==> src/rtl/pipe_hazard_ctrl.sv <==
// -----------------------------------------------------------------------------
// pipe_hazard_ctrl
//
// Hazard and stall/flush controller for a five-stage in-order pipeline.
// Priority, highest first:
//   1. Memory freeze (MEM access not acknowledged).
//   2. Control redirect from EX.
//   3. Load-use interlock between EX and ID.
// It also keeps two saturating performance counters and a sticky
// memory-timeout flag.
//
// Ports:
//   clk, rst                 clock and synchronous active-high reset
//   rs1_D, rs2_D             source register indices of the ID instruction
//   rd_E                     destination index of the EX instruction
//   is_load_E, reg_write_E   EX instruction is a load / writes the register file
//   redirect_E               EX resolved a taken branch or jump
//   mreq_M, mem_ack          MEM-stage request and memory completion
//   pc_stall                 hold the PC
//   stall_*/flush_*          per stage-register controls (IFID, IDEX, EXMEM, MEMWB)
//   mem_timeout              sticky flag: the memory wait ran too long
//   stall_cycles             saturating count of cycles with pc_stall set
//   flush_events             saturating count of redirect flushes
//   state_o                  debug view of the FSM state (RUN=0, MEM_WAIT=1)
// -----------------------------------------------------------------------------
module pipe_hazard_ctrl #(
    parameter int TIMEOUT   = 255,
    parameter int CNT_WIDTH = 16
) (
    input  logic                 clk,
    input  logic                 rst,
    input  logic [4:0]           rs1_D,
    input  logic [4:0]           rs2_D,
    input  logic [4:0]           rd_E,
    input  logic                 is_load_E,
    input  logic                 reg_write_E,
    input  logic                 redirect_E,
    input  logic                 mreq_M,
    input  logic                 mem_ack,
    output logic                 pc_stall,
    output logic                 stall_IFID,
    output logic                 flush_IFID,
    output logic                 stall_IDEX,
    output logic                 flush_IDEX,
    output logic                 stall_EXMEM,
    output logic                 flush_EXMEM,
    output logic                 stall_MEMWB,
    output logic                 flush_MEMWB,
    output logic                 mem_timeout,
    output logic [CNT_WIDTH-1:0] stall_cycles,
    output logic [CNT_WIDTH-1:0] flush_events,
    output logic [1:0]           state_o
);

    // The wait counter is at least 8 bits wide, and wide enough to hold TIMEOUT.
    localparam int WAIT_W = ($clog2(TIMEOUT + 1) > 8) ? $clog2(TIMEOUT + 1) : 8;
    localparam logic [WAIT_W-1:0] TIMEOUT_W = WAIT_W'(TIMEOUT);

    typedef enum logic [1:0] {
        RUN      = 2'b00,
        MEM_WAIT = 2'b01
    } state_e;

    state_e                 state_q, state_d;
    logic [WAIT_W-1:0]      wait_cnt_q, wait_cnt_d;
    logic                   timeout_q, timeout_d;
    logic [CNT_WIDTH-1:0]   stall_cnt_q, stall_cnt_d;
    logic [CNT_WIDTH-1:0]   flush_cnt_q, flush_cnt_d;

    logic mem_miss;
    logic redirect_act;
    logic load_use;

    // Hazard qualifiers. Each one is masked by every source of higher
    // priority. This keeps the output decode a simple one-hot choice. A
    // load into x0 never creates a dependency, so rd_E == 0 is excluded.
    assign mem_miss     = mreq_M & ~mem_ack;
    assign redirect_act = ~rst & ~mem_miss & redirect_E;
    assign load_use     = ~rst & ~mem_miss & ~redirect_E
                        & is_load_E & reg_write_E & (rd_E != 5'd0)
                        & ((rd_E == rs1_D) | (rd_E == rs2_D));

    // State register. This block also holds the wait counter, the sticky
    // timeout flag and the counters, so that reset clears them all on the
    // same edge.
    always_ff @(posedge clk) begin
        if (rst) begin
            state_q     <= RUN;
            wait_cnt_q  <= '0;
            timeout_q   <= 1'b0;
            stall_cnt_q <= '0;
            flush_cnt_q <= '0;
        end else begin
            state_q     <= state_d;
            wait_cnt_q  <= wait_cnt_d;
            timeout_q   <= timeout_d;
            stall_cnt_q <= stall_cnt_d;
            flush_cnt_q <= flush_cnt_d;
        end
    end

    // Next-state logic.
    // - A miss in RUN enters MEM_WAIT with a fresh wait count.
    // - MEM_WAIT ends only on an ack. A dropped request does not end it.
    // - The timeout flag sets once the count reaches TIMEOUT. The FSM keeps
    //   waiting after that.
    // - Any illegal encoding falls back to RUN.
    always_comb begin
        state_d    = state_q;
        wait_cnt_d = wait_cnt_q;
        timeout_d  = timeout_q;
        case (state_q)
            RUN: begin
                wait_cnt_d = '0;
                if (mem_miss) begin
                    state_d = MEM_WAIT;
                end
            end
            MEM_WAIT: begin
                if (mem_ack) begin
                    state_d = RUN;
                end else if (!(&wait_cnt_q)) begin
                    wait_cnt_d = wait_cnt_q + WAIT_W'(1);
                end
                if (wait_cnt_d >= TIMEOUT_W) begin
                    timeout_d = 1'b1;
                end
            end
            default: begin
                state_d    = RUN;
                wait_cnt_d = '0;
            end
        endcase
    end

    // Output logic. This is purely combinational from the current inputs,
    // so a freeze or a redirect acts in the same cycle with no latency.
    // While reset is high, every stage register is flushed.
    always_comb begin
        pc_stall    = 1'b0;
        stall_IFID  = 1'b0;
        flush_IFID  = 1'b0;
        stall_IDEX  = 1'b0;
        flush_IDEX  = 1'b0;
        stall_EXMEM = 1'b0;
        flush_EXMEM = 1'b0;
        stall_MEMWB = 1'b0;
        flush_MEMWB = 1'b0;
        if (rst) begin
            flush_IFID  = 1'b1;
            flush_IDEX  = 1'b1;
            flush_EXMEM = 1'b1;
            flush_MEMWB = 1'b1;
        end else if (mem_miss) begin
            pc_stall    = 1'b1;
            stall_IFID  = 1'b1;
            stall_IDEX  = 1'b1;
            stall_EXMEM = 1'b1;
            flush_MEMWB = 1'b1;
        end else if (redirect_act) begin
            flush_IFID  = 1'b1;
            flush_IDEX  = 1'b1;
        end else if (load_use) begin
            pc_stall    = 1'b1;
            stall_IFID  = 1'b1;
            flush_IDEX  = 1'b1;
        end
    end

    // Performance counters. Both stop at all-ones instead of wrapping.
    always_comb begin
        stall_cnt_d = stall_cnt_q;
        flush_cnt_d = flush_cnt_q;
        if (pc_stall && !(&stall_cnt_q)) begin
            stall_cnt_d = stall_cnt_q + CNT_WIDTH'(1);
        end
        if (redirect_act && !(&flush_cnt_q)) begin
            flush_cnt_d = flush_cnt_q + CNT_WIDTH'(1);
        end
    end

    assign mem_timeout  = timeout_q;
    assign stall_cycles = stall_cnt_q;
    assign flush_events = flush_cnt_q;
    assign state_o      = state_q;

endmodule
==> config.mk <==
export PLATFORM = sky130hd
export DESIGN_NAME = pipe_hazard_ctrl
export DESIGN_NICKNAME = d
export VERILOG_FILES = /design/src/rtl/pipe_hazard_ctrl.sv
export SDC_FILE = /design/constraint.sdc
export NUM_CORES = 1
export LEC_CHECK = 0
export BUFFER_PORTS_ARGS = -buffer_cell sky130_fd_sc_hd__buf_2
export CAP_MARGIN = 40
export CELL_PAD_IN_SITES_DETAIL_PLACEMENT = 0
export CELL_PAD_IN_SITES_GLOBAL_PLACEMENT = 2
export CORE_UTILIZATION = 29
export DETAILED_ROUTE_END_ITERATION = 6
export MAX_ROUTING_LAYER = met4
export PLACE_DENSITY_LB_ADDON = 0.1
export SLEW_MARGIN = 10
export SYNTH_ARGS = -nofsm -noshare
export SYNTH_HDL_FRONTEND = slang
export SYNTH_SLANG_ARGS = --single-unit
==> constraint.sdc <==
create_clock -name clk -period 2.4 [get_ports clk]
set_input_delay 0.12 -clock clk [delete_from_list [all_inputs] [get_ports clk]]
set_output_delay 0.12 -clock clk [all_outputs]
set_load 0.01 [all_outputs]
==> results of run 1 <==
## kinds of logic after synthesis
logic type | synth area share (%)
simple gates | 29.18
compound gates | 9.076
flops | 38.60
mux | 4.193
other cells | 0.1721
buf+inv | 4.193
fa+ha+maj | 1.723
xor+xnor | 12.87
## state kept, by name, indices dropped and copies added, names as in the netlist
name          cells
mem_timeout       1
wait_cnt_q        8
flush_events     16
state_o           1
stall_cycles     16
## worst max-delay path, delay by kind of cell (launching register included)
| kind | cells | cell delay, ps |
|---|---|---|
| simple gates | 5 | 820 |
| compound gates | 1 | 440 |
| flops | 1 | 430 |
| xor+xnor | 1 | 160 |
## power breakdown
part / switching, mW / leakage, nW / internal (mW)
combinational: 0.0638 / 0.758 / 0.0458
sequential: 0.00437 / 0.339 / 0.700
clock: 0.250 / 0.0524 / 0.312
## through the flow
stage / std cells / cell area, sq um / setup WS, ps / hold WS [ps]
global placement: 416 / 2584 / 269.1 / 378.6
CTS: 424 / 2690 / 419.7 / 71.09
floorplan: 261 / 2182 / 507.4 / 214.3
global route: 424 / 2690 / 267.0 / 91.26
detailed placement: 416 / 2584 / 227.7 / 388.6
finish: 424 / 2690 / 443.5 / 80.88
## metal layers
layer  GRT usage [%]  up-vias  part of all wire, %
li1                -     1023                    -
met1           18.73      877                   50
met4           3.079        0                 0.40
met3           3.265        2                  3.8
met2           21.68       37                   46
met5               -        -                    0
## layout make-up
type / instances / area [sq um] / area share, %
multi-input combinational: 203 / 1250 / 46.47
sequential: 42 / 840.8 / 31.26
timing repair buffer: 67 / 345.3 / 12.84
tap: 99 / 123.9 / 4.605
clock buffer: 7 / 76.32 / 2.837
clock inverter: 1 / 30.03 / 1.116
inverter: 5 / 23.77 / 0.8837
## cell usage in the layout (no fill, tap or decap), types with 4 or more instances in the layout
| master | count |
|---|---|
| clkbuf_8 | 5 |
| nand3_1 | 19 |
| xor2_1 | 28 |
| inv_1 | 4 |
| xnor2_1 | 4 |
| dfxtp_1 | 42 |
| buf_4 | 4 |
| nor2_1 | 47 |
| o21ai_0 | 7 |
| nand2_1 | 21 |
| mux2i_1 | 8 |
| nor3_1 | 5 |
| nand4_1 | 10 |
| and3_1 | 5 |
| buf_2 | 63 |
| a21oi_1 | 7 |
## how the worst max path moves through the flow
stage,from,to,depth (start not counted)
global placement,mreq_M,stall_cycles[13]$_SDFFE_PP0P_,8
finish,flush_events[6]$_SDFFE_PP0P_,flush_events[8]$_SDFFE_PP0P_,7
global route,flush_events[6]$_SDFFE_PP0P_,flush_events[8]$_SDFFE_PP0P_,7
floorplan,flush_events[6]$_SDFFE_PP0P_,flush_events[8]$_SDFFE_PP0P_,8
detailed placement,mreq_M,stall_cycles[7]$_SDFFE_PP0P_,8
CTS,flush_events[6]$_SDFFE_PP0P_,flush_events[8]$_SDFFE_PP0P_,7
==> metrics.md, run 1 <==
| Metric | Value |
|---|---|
| Largest net degree at the start of global routing | 33 |
| Die height | between 80 and 90 um |
| Vias per inst | 4.573 |
| Crit-path max cell delay | about 440 ps |
| RSZ-0062 raised after global routing | false |
| Most frequent cell after synthesis | nor2_1 |
| Num ports | between 60 and 70 |
| DP HPWL | between 3000 and 4000 um |
| Worst vdd ir | approximately 0.28 mV |
| #FFs+latches synth | 42 |
| Hold path start | mem_ack |
| Most used DFF post-synth | dfxtp_1 |
| Leak | 1.150 nW |
| Starting Density | between 30% and 40% |
| Final setup TNS | 0 ps |
| Cts hold-fix bufs | 0 |
| Num CTS Buffers | 5 |
| Reg clk slew, reported paths | approximately 80 ps |
| WL final | ~5300 um |
| Cts repair resizes | 0 |
| Via count | 1939 |
| Post-Syn Area | 2178 sq um |
| Slowest cell on crit path | o31a_1 |
| Max H-tree Level | 2 |
| Synth cell types | 45 |
| # setup viols final | 0 |
| Worst Path Max Fanout | 7 |
| Layout cells sized above 1 | around 25% |
| Num Clock Sinks | 42 |
| Antenna Cells | 0 |
| Crit end category | flip-flop |
| Routed length per instance | roughly 12 um |
| Worst EP required | about 2600 ps |
| Pwr/cell area | 511.5 nW/um^2 |
| Final Hold Fails | 0 |
| Number of port buffers | 63 |
| Async SR Flop Fraction | 0% |
| Path depth of the worst reg2reg path | 7 |
| Sequential-to-total area share from yosys stat | about two fifths |
| Setup slack, reg-to-reg | 440 ps |
| R2r endpoint | flush_events[8]$_SDFFE_PP0P_ |
| Mapped Cells | 260 |
| PnR Total Power | around 1.4 mW |
| CP Class | reg2reg |
| Hold/Removal Path Class | in2reg |
| Share of the synthesized area in the top cell type | 38.60% |
| Number of fill cells | 800 |
| CTS tree | done |
| Largest cells by area after synthesis | dfxtp_1 (39%), xor2_1 (11%), nor2_1 (8.1%) |
| Die Wd | a little under 90 um |
| Hold Path Depth | 2 |
| CTS root buffer | clkbuf_8 |
| P&R area growth vs syn | 23.49% |
| Global route overflow | 0 |
| CP Cell Sequence | and4_1 -> nand4_1 -> o31a_1 -> nor2b_1 -> nand3_1 -> xor2_1 -> nor2_1 |
| Final min period | slightly below 2000 ps |
| First-pass iteration count of the detailed router | 4 |
| Worst-Skew Late Latency | 290 ps |
| First-pass GRT wire length | about 8400 um |
| Period utilization | 81.52% |
| Antenna violations before repair | 0 |
| Clock Skew | 3.314 ps |
| MaxCap Viol Count | 0 |
| GR Util All Layers | between 10% and 20% |
| Setup Buffers After CTS | 0 |
| GPL Wtd Cong | around 0.78 |
| Initial DRC Count | 42 |
| Core Util, Final | 37.09% |
| Die Area | slightly below 8000 sq um |
| Final max-slew violation count | 0 |
| Synth warn | 0 |
| Post-synth EDFFs | 0 |
| Core area | 7253 sq um |
| Critical Path Start Type | flip-flop |
| Post-Syn Area per Cell | around 8.4 sq um |
| F_max | 511.1 MHz |
| Number of remaining DRC errors | 0 |
| Data arrival, critical path | 2130 ps |
| Worst Hold End | state_o[0]$_SDFFE_PP0P_ |
| ANT nets after route | 0 |
| Row count | 31 |
| Layout net count | roughly 350 |
| Reg2reg start | flush_events[6]$_SDFFE_PP0P_ |
| Status | finished clean |
| Cell taking the most area after synthesis | dfxtp_1 |
| Slew margin rel. | 63.68% |
| Most instantiated cells after synthesis | nor2_1 (47), dfxtp_1 (42), xor2_1 (28), nand2_1 (21), nand3_1 (19) |
| Slew @ Worst Pin | 537.7 ps |
| Bufs on Longest Clock Path | 2 |
| Vias in the first global route | 1731 |
Note: power is estimated with default switching activity, not from simulation.
==> run 2, diff against run 1 <==
ABC_AREA = 1   (was default)
CORE_UTILIZATION = 25   (was 29)
clock period = 1.64 ns   (was 2.4 ns; I/O delays follow)
==> metrics.md, run 2 <==
| Metric | Value |
|---|---|
| Cell taking the most area after synthesis | dfxtp_1 |
| F_max | 645.8 MHz (+26%) |
| Die Wd | 105.4 um (+19%) |
| Most used DFF post-synth | dfxtp_1 |
| Num Clock Sinks | 42 (unchanged) |
| Hold/Removal Path Class | in2reg |
| Max H-tree Level | 2 (unchanged) |
| Most frequent cells in the layout | nand2_1 (114), buf_2 (63), inv_1 (53) |
| Share of the synthesized area in the top cell type | 31.43% (-7.2 points) |
| GPL Wtd Cong | 0.7517 (-3.1%) |
| Pwr/cell area | 623.4 nW/um^2 (+22%) |
| First-pass GRT wire length | 12720 um (+52%) |
| Register Area | 848.3 sq um (+0.89%) |
| Num CTS Buffers | 5 (unchanged) |
| P&R area growth vs syn | 39.34% |
| Antenna violations before repair | 0 (unchanged) |
| Data arrival, critical path | 1790 ps (-340 ps) |
| Vias in the first global route | 2713 (+57%) |
| Critical Path Start Type | flip-flop |
| Post-Syn Area | 2675 sq um (+23%) |
| Die Area | 11120 sq um (+41%) |
| Initial DRC Count | 122 (+190%) |
| Slowest cell on crit path | dfxtp_2 |
| Core Util, Final | 35.94% (-1.1 points) |
| WL final | 8027 um (+53%) |
| Largest net degree at the start of global routing | 32 (-3.0%) |
| CP Buf/Inv Count | 0 (unchanged) |
| CTS tree | done |
| Post-Syn Area per Cell | 6.309 sq um (-25%) |
| Final setup TNS | 0 ps (unchanged) |
| CP Class | reg2reg |
| Cts hold-fix bufs | 0 (unchanged) |
| Mapped Cells | 424 (+63%) |
| Sequential-to-total area share from yosys stat | 31.43% (-7.2 points) |
| Via count | 2906 (+50%) |
| RSZ-0062 raised after global routing | true |
| Worst Path Max Fanout | 8 (+1) |
| Reg2reg start | stall_cycles[0]$_SDFFE_PP0P_ |
| Number of remaining DRC errors | 0 (unchanged) |
| Row count | 37 (+19%) |
| DP HPWL | 5873 um (+49%) |
| Most frequent cell after synthesis | nand2_1 |
| Layout net count | 551 (+58%) |
| First-pass iteration count of the detailed router | 4 (unchanged) |
| Number of port buffers | 63 (unchanged) |
| Worst EP required | 1880 ps (-690 ps) |
| CP startpoint | stall_cycles[0]$_SDFFE_PP0P_ |
| Most instantiated cells after synthesis | nand2_1 (122), inv_1 (53), nor2_1 (50), dfxtp_1 (42), nand3_1 (28) |
| Area occupied by multi-input gates | 1680 sq um (+34%) |
| MaxCap Viol Count | 0 (unchanged) |
| Leak | 1.643 nW (+43%) |
| Post-synth EDFFs | 0 (unchanged) |
| ANT nets after route | 0 (unchanged) |
| Final min period | 1548 ps (-408.0 ps) |
| Crit end category | flip-flop |
| Synth warn | 0 (unchanged) |
| Number of fill cells | 1173 (+47%) |
| GR Util All Layers | 14.69% (+0.61 points) |
| Routed length per instance | 12.11 um (-2.3%) |
| Bufs on Longest Clock Path | 2 (unchanged) |
| CP Cell Sequence | ha_4 -> nand2_4 -> nor3_4 -> nand2_2 -> nor2_4 -> nand3_4 -> nand3_4 -> nand2_2 -> a21oi_2 |
| Core area | 10370 sq um (+43%) |
| Commonest non-fill, non-tap cell in the layout | nand2_1 |
| Critical path's top delay family | simple AND/OR/NAND/NOR gates |
| #FFs+latches synth | 42 (unchanged) |
| Global route overflow | 0 (unchanged) |
| Layout cells sized above 1 | 31.31% (+6.1 points) |
| Final max-slew violation count | 0 (unchanged) |
| Starting Density | 25.80% (-4.2 points) |
| Period utilization | 94.42% (+13 points) |
| Die height | 105.4 um (+19%) |
| Synth cell types | 34 (-24%) |
| CTS root buffer | clkbuf_8 |
| Crit-path max cell delay | 360 ps (-80 ps) |
| Clock Skew | 5.620 ps (+2.306 ps) |
| Largest cells by area after synthesis | dfxtp_1 (31%), nand2_1 (17%), inv_1 (7.4%) |
| Reg clk slew, reported paths | 90 ps (about the same) |
| Vias per inst | 4.383 (-4.2%) |
| Final Hold Fails | 0 (unchanged) |
| Antenna Cells | 0 (unchanged) |
| Worst vdd ir | 0.4644 mV (+67%) |
| # setup viols final | 0 (unchanged) |
| Status | finished clean |
| Num ports | 66 (unchanged) |
| Async SR Flop Fraction | 0% (unchanged) |
| Hold path start | mem_ack |
| Worst-Skew Late Latency | 300 ps (about the same) |
## run 2: changes by cell type after synthesis, moves of 5 or more
cell,before,now
nand4_1,10,18
mux2i_1,8,0
and3_1,5,0
xor2_1,28,12
nor3_1,5,14
a21oi_2,0,6
a21oi_1,7,23
nand3_1,19,28
inv_1,4,53
nand2_1,21,122
## run 2: logic make-up (layout without fill, tap and decap cells)
logic type               after synthesis  in the layout  share of synthesized area, %
AND/OR/NAND/NOR                      244            246                         40.46
adder cells (fa/ha/maj)                3              3                         1.403
flip-flops                            42             42                         31.43
buffers and inverters                 73            173                         11.46
AO/OA/AOI/OAI                         44             44                         9.542
other                                  1              2                        0.1402
XOR/XNOR                              17             17                         5.566
## run 2: area by class of cell
cell class / count / share of cell area (%)
inverter: 58 / 5.942
clock inverter: 2 / 1.611
clock buffer: 6 / 2.216
timing repair buffer: 107 / 17.82
sequential: 42 / 22.76
multi-input combinational: 312 / 45.08
tap: 136 / 4.565
## run 2: layer usage
layer / part of all wire (%) / track usage [%] / up-vias
li1: - / - / 1562
met1: 49 / 18.44 / 1296
met2: 47 / 24.06 / 42
met3: 2.8 / 2.536 / 6
met4: 1.2 / 4.427 / 0
met5: 0 / - / -
## run 2: per-stage QoR
| step | total power, mW | setup slack [ps] | instance area, sq um | instances | hold slack, ps |
|---|---|---|---|---|---|
| 6_report | 2.324 | 91.56 | 3727 | 663 | 17.03 |
| 5_1_grt | 2.434 | -54.96 | 3727 | 663 | 8.439 |
| 4_1_cts | 2.351 | 26.74 | 3515 | 655 | 4.375 |
| 3_5_place_dp | 1.286 | -28.51 | 3367 | 647 | 338.7 |
| 3_3_place_gp | 1.287 | -33.29 | 3367 | 647 | 343.7 |
| 2_1_floorplan | 1.192 | 5.511 | 2684 | 425 | 198.0 |
## run 2: final timing paths
path	slack (ps)	depth (start not counted)	end
min	20	2	state_o[0]$_SDFFE_PP0P_
max	90	9	stall_cycles[6]$_SDFFE_PP0P_
min reg2reg	460	2	mem_timeout$_SDFFE_PP0P_
max reg2reg	90	9	stall_cycles[6]$_SDFFE_PP0P_
## run 2: power breakdown
group / internal, mW / total (mW) / switching (mW)
combinational: 0.0937 / 0.241 / 0.147
sequential: 1.03 / 1.04 / 0.00773
clock: 0.650 / 1.05 / 0.396
total: 1.77 / 2.32 / 0.551
## run 2: timing repair
item	CTS	global route
cloned	0	3
gates resized for setup	1	38
setup buffers	0	5
pin swaps	0	19
setup endpoints to repair	1	30
